## config.mk

```make
export PLATFORM = sky130hd
export DESIGN_NAME = bus_arbiter4
export DESIGN_NICKNAME = d
export VERILOG_FILES = /design/src/rtl/bus_arbiter4.sv
export SDC_FILE = /design/constraint.sdc
export NUM_CORES = 1
export LEC_CHECK = 0
export ABC_AREA = 1
export CORE_MARGIN = 1.5
export CORE_UTILIZATION = 35
export DETAILED_ROUTE_END_ITERATION = 12
export PLACE_DENSITY = 0.56
export SLEW_MARGIN = 20
export SYNTH_ARGS = -nofsm -noshare
export SYNTH_HDL_FRONTEND = slang
export SYNTH_SLANG_ARGS = --single-unit
```

## constraint.sdc

```tcl
create_clock -name clk -period 2.84 [get_ports clk]
set_input_delay 0.284 -clock clk [delete_from_list [all_inputs] [get_ports clk]]
set_output_delay 0.284 -clock clk [all_outputs]
set_load 0.02 [all_outputs]
```

## src/rtl/bus_arbiter4.sv

```systemverilog
// Round-robin 4:1 arbiter that grants one requester and drives the shared mux select.
// Latency: gnt/sel/bus_valid register one cycle after req is sampled; handovers are bubble-free.
// Backpressure: none; requests are level-sensitive, and an owner is preempted after MAX_HOLD contested cycles.
module bus_arbiter4 #(
  parameter int MAX_HOLD = 8
) (
  input  logic       clk,
  input  logic       rst,
  input  logic [3:0] req,
  output logic [3:0] gnt,
  output logic [1:0] sel,
  output logic       bus_valid,
  output logic       preempted
);

  typedef enum logic {IDLE, GRANT} state_e;

  // hold_cnt value at which a contested owner must give up the bus
  localparam logic [7:0] HOLD_LAST = (MAX_HOLD == 0) ? 8'd0 : 8'(MAX_HOLD - 1);

  state_e     state_q, state_d;
  logic [1:0] owner_q, owner_d;
  logic [1:0] ptr_q, ptr_d;
  logic [7:0] hold_cnt_q, hold_cnt_d;
  logic [3:0] gnt_q, gnt_d;
  logic [1:0] sel_q, sel_d;
  logic       preempted_q, preempted_d;

  logic [3:0] others;
  logic [3:0] cand;
  logic       new_grant;
  logic [1:0] win;

  // First set bit of cand, scanning start, start+1, start+2, start+3 (mod 4)
  function automatic logic [1:0] rr_pick(input logic [3:0] c, input logic [1:0] start);
    logic [1:0] idx;
    rr_pick = start;
    for (int i = 3; i >= 0; i--) begin
      idx = start + 2'(i);
      if (c[idx]) rr_pick = idx;
    end
  endfunction

  // State register: all flops, synchronous reset
  always_ff @(posedge clk) begin
    if (rst) begin
      state_q     <= IDLE;
      owner_q     <= 2'd0;
      ptr_q       <= 2'd0;
      hold_cnt_q  <= 8'd0;
      gnt_q       <= 4'b0000;
      sel_q       <= 2'd0;
      preempted_q <= 1'b0;
    end else begin
      state_q     <= state_d;
      owner_q     <= owner_d;
      ptr_q       <= ptr_d;
      hold_cnt_q  <= hold_cnt_d;
      gnt_q       <= gnt_d;
      sel_q       <= sel_d;
      preempted_q <= preempted_d;
    end
  end

  // Next-state: release beats preempt beats keep; any new grant reloads owner/ptr/sel
  always_comb begin
    state_d     = state_q;
    owner_d     = owner_q;
    ptr_d       = ptr_q;
    hold_cnt_d  = hold_cnt_q;
    gnt_d       = gnt_q;
    sel_d       = sel_q;
    preempted_d = 1'b0;
    others      = req & ~(4'b0001 << owner_q);
    cand        = req;
    new_grant   = 1'b0;

    case (state_q)
      IDLE: begin
        if (|req) begin
          cand      = req;
          new_grant = 1'b1;
        end
      end
      GRANT: begin
        if (!req[owner_q]) begin
          if (|others) begin
            cand      = others;
            new_grant = 1'b1;
          end else begin
            state_d    = IDLE;
            gnt_d      = 4'b0000;
            hold_cnt_d = 8'd0;
          end
        end else if ((MAX_HOLD != 0) && (hold_cnt_q == HOLD_LAST) && (|others)) begin
          cand        = others;
          new_grant   = 1'b1;
          preempted_d = 1'b1;
        end else if (|others) begin
          // Count only contested cycles, saturating
          if (hold_cnt_q != 8'hFF) hold_cnt_d = hold_cnt_q + 8'd1;
        end else begin
          hold_cnt_d = 8'd0;
        end
      end
      default: state_d = IDLE;
    endcase

    win = rr_pick(cand, ptr_q);
    if (new_grant) begin
      state_d    = GRANT;
      owner_d    = win;
      ptr_d      = win + 2'd1;
      sel_d      = win;
      hold_cnt_d = 8'd0;
      gnt_d      = 4'b0001 << win;
    end
  end

  // Outputs come straight from registers so the mux select is glitch-free
  always_comb begin
    gnt       = gnt_q;
    sel       = sel_q;
    bus_valid = |gnt_q;
    preempted = preempted_q;
  end

endmodule

```

==> impl_metrics.env <==
export IMPL_crit_required_ns=3.04
export IMPL_hold_viol=0
export IMPL_setup_tns_ns=0
export IMPL_min_path_type="reg -> reg"
export IMPL_fin_hold_ws_ns=0.486
export IMPL_status="complete, no violations"
export IMPL_cts_buffer_depth=2
export IMPL_cp_arrival_ns=2.53
export IMPL_vdd_ir_drop_max_mv=0.547
export IMPL_routabilityCongestion=0.837
export IMPL_grt_max_degree=10
export IMPL_grt_pass1_wl_mm=5.09
export IMPL_sw_frac_of_total_pct=49.1
export IMPL_ctsResizeCount=0
export IMPL_crit_type="reg -> reg"
export IMPL_finish_utilization_pct=42.4
export IMPL_design_die_area_um2=3830
export IMPL_synth_cells=199
export IMPL_wl_per_cell_um=11.1
export IMPL_numClockSinks=18
export IMPL_drc_errors=0
export IMPL_min_period_ns=2.34
export IMPL_post_dp_hpwl_mm=2.26
export IMPL_clk_pin_slew_ns=0.10
export IMPL_dpl_cell_area_um2=1390
export IMPL_die_y_um=61.9
export IMPL_post_cts_setup_buffer_count=0
export IMPL_clk_latency_ns=0.29
export IMPL_start_util_pct=36.4
export IMPL_rsz0062_at_grt="false"
export IMPL_io_buffers=13
export IMPL_clkPwrFrac_pct=10.1
export IMPL_rr_startpoint="hold_cnt_q[0]$_SDFFE_PP0P_"
export IMPL_layout_drive_gt1_share_pct=9.39
export IMPL_max_slew_margin_pct=66.4
export IMPL_core_area_um2=3340
export IMPL_p_leak_nw=0.646
export IMPL_net_switching_power_mw=0.611
export IMPL_hold_buffers=0
export IMPL_setup_viol=0
export IMPL_crit_path_start_kind="flop"
export IMPL_row_count=21
export IMPL_fin_skew_ns=0.00353
export IMPL_p_per_area_nw_per_um2=879
export IMPL_finalMaxSlewViolations=0
export IMPL_first_pass_iters=4
export IMPL_worstSetupEndpointType="flop"
export IMPL_viasPerCell=4.93
export IMPL_num_antenna_cells=0
export IMPL_max_freq_mhz=428
export IMPL_yosysWarnings=0
export IMPL_wl_mm=2.88
export IMPL_yosys_register_bits=18
export IMPL_pin_count=14
export IMPL_min_from="gnt[1]$_SDFFE_PP0P_"
export IMPL_nNetsFinal=222
export IMPL_cp_max_fo=4
export IMPL_cts_made_buffers=3
export IMPL_vias=1277
export IMPL_startpoint="hold_cnt_q[0]$_SDFFE_PP0P_"
export IMPL_cts_tree="built"
export IMPL_seq_area_frac_synth_pct=29.7
export IMPL_period_share_pct=82.3
export IMPL_antenna_found_initial=0
export IMPL_worst_pin_slew_ns=0.500
export IMPL_maxCapViolations=0
export IMPL_dr_first_iter_drc_count=86
export IMPL_globalRouteTotalUtil_pct=17.7
export IMPL_syn_to_final_growth_pct=16.6
export IMPL_avgSynthCellArea_um2=6.11
export IMPL_syn_cell_area_um2=1210
export IMPL_final_antenna_net_count=0
export IMPL_cts_htree_levels=1
export IMPL_power_frac_seq_pct=30.0
export IMPL_die_w_um=61.9
export IMPL_syn_nets=206
export IMPL_p_comb_share_pct=59.9
export IMPL_synth_cell_types=28
export IMPL_power_internal_mw=0.633
export IMPL_root_buffer="clkbuf_4"
export IMPL_grt_pass1_vias=1150
export IMPL_design_area_um2=1420
export IMPL_grt_ovfl_total=0
## sequential cells by signal, indices dropped and copies added (netlist names)
| register | count |
|---|---|
| sel | 2 |
| ptr_q | 2 |
| hold_cnt_q | 8 |
| preempted | 1 |
| state_q | 1 |
| gnt | 4 |
## stage by stage
stage                     setup slack (ns)  std cells  power [mW]
after floorplan                      0.768        199       0.910
after global placement               0.330        256        1.12
after detailed placement             0.284        256        1.13
after CTS                            0.512        259        1.26
after global routing                 0.162        259        1.39
final                                0.504        259        1.24
## critical path: stages, from the launching register on
cell and delay, ns:
dfxtp_1 0.39, ha_1 0.22, nand2_1 0.12, nor2_1 0.13, nand2_1 0.07, a21oi_2 0.15, nand2_1 0.10, nand2_1 0.09
nand3_1 0.13, nand3_2 0.12, nand2_1 0.06, o21ai_2 0.12, nand3_1 0.14, nand2_2 0.12, nor2_2 0.04, nand2_1 0.08
nand2_1 0.06, nand2_1 0.05, nand2_1 0.04
## cell usage in the layout, fill, tap and decap left out, drive strengths merged
cell type      netlist  final
nand2               59     59
nand3               34     34
inv                 26     26
nor2                21     21
dfxtp               18     18
clkdlybuf4s50        0     13
a21oi               12     12
nor3                 6      6
o21ai                6      6
nor4                 4      4
clkbuf               0      3
xor2                 2      2
a211oi               2      2
or4                  1      1
nand4                1      1
a31oi                1      1
clkinv               1      1
o21a                 1      1
ha                   1      1
buf                  3      1
## routing by layer
metal / vias to the layer above / wire length (µm) / GRT usage (%)
met1: 562 / 1470 / 24.9
met2: 28 / 1230 / 26.2
met5: - / 0 / 0
li1: 681 / - / -
met4: 0 / 59 / 8.81
met3: 6 / 113 / 2.48
## final cells by class
class                   count  area (µm²)
clock buffers               3        22.5
fillers                   371        1920
inverters                  27         101
multi-input cells         151         737
flip-flops and latches     18         360
well taps                  46        57.6
repair buffers             14         138
## Yosys cell counts, drive strengths merged
library cell  instances  area share [%]
or4                   1            0.62
o21a                  1            0.62
dfxtp                18              30
nand2                59              19
nor4                  4             2.1
inv                  26             8.0
nor2                 21             6.9
xor2                  2             1.4
a31oi                 1            0.52
a211oi                2             1.2
clkinv                1            0.31
nor3                  6             2.9
nand3                34              14
ha                    1             1.0
buf                   3             1.3
nand4                 1            0.52
a21oi                12             5.9
o21ai                 6             3.1
## kinds of logic after synthesis
kind of cell             synth area share (%)
AO/OA/AOI/OAI                            11.3
XOR/XNOR                                 1.44
adder cells (fa/ha/maj)                  1.03
buffers and inverters                    9.68
flip-flops                               29.7
AND/OR/NAND/NOR                          46.9
## final timing paths
check / to / slack [ns] / cells past startpoint
setup reg to reg: ptr_q[1]$_SDFFE_PP0P_ / 0.50 / 18
hold / removal: gnt[1]$_SDFFE_PP0P_ / 0.49 / 2
hold reg to reg: gnt[1]$_SDFFE_PP0P_ / 0.49 / 2
setup / recovery: ptr_q[1]$_SDFFE_PP0P_ / 0.50 / 18
## power by group through the flow
stage / clock network [mW] / registers (mW) / logic [mW]
global route: 0.148 / 0.385 / 0.852
finish: 0.126 / 0.373 / 0.745
CTS: 0.131 / 0.374 / 0.750
detailed placement: 0 / 0.380 / 0.747
floorplan: 0 / 0.395 / 0.515
global placement: 0 / 0.378 / 0.738
No activity file was read; power rests on OpenSTA's default activity.
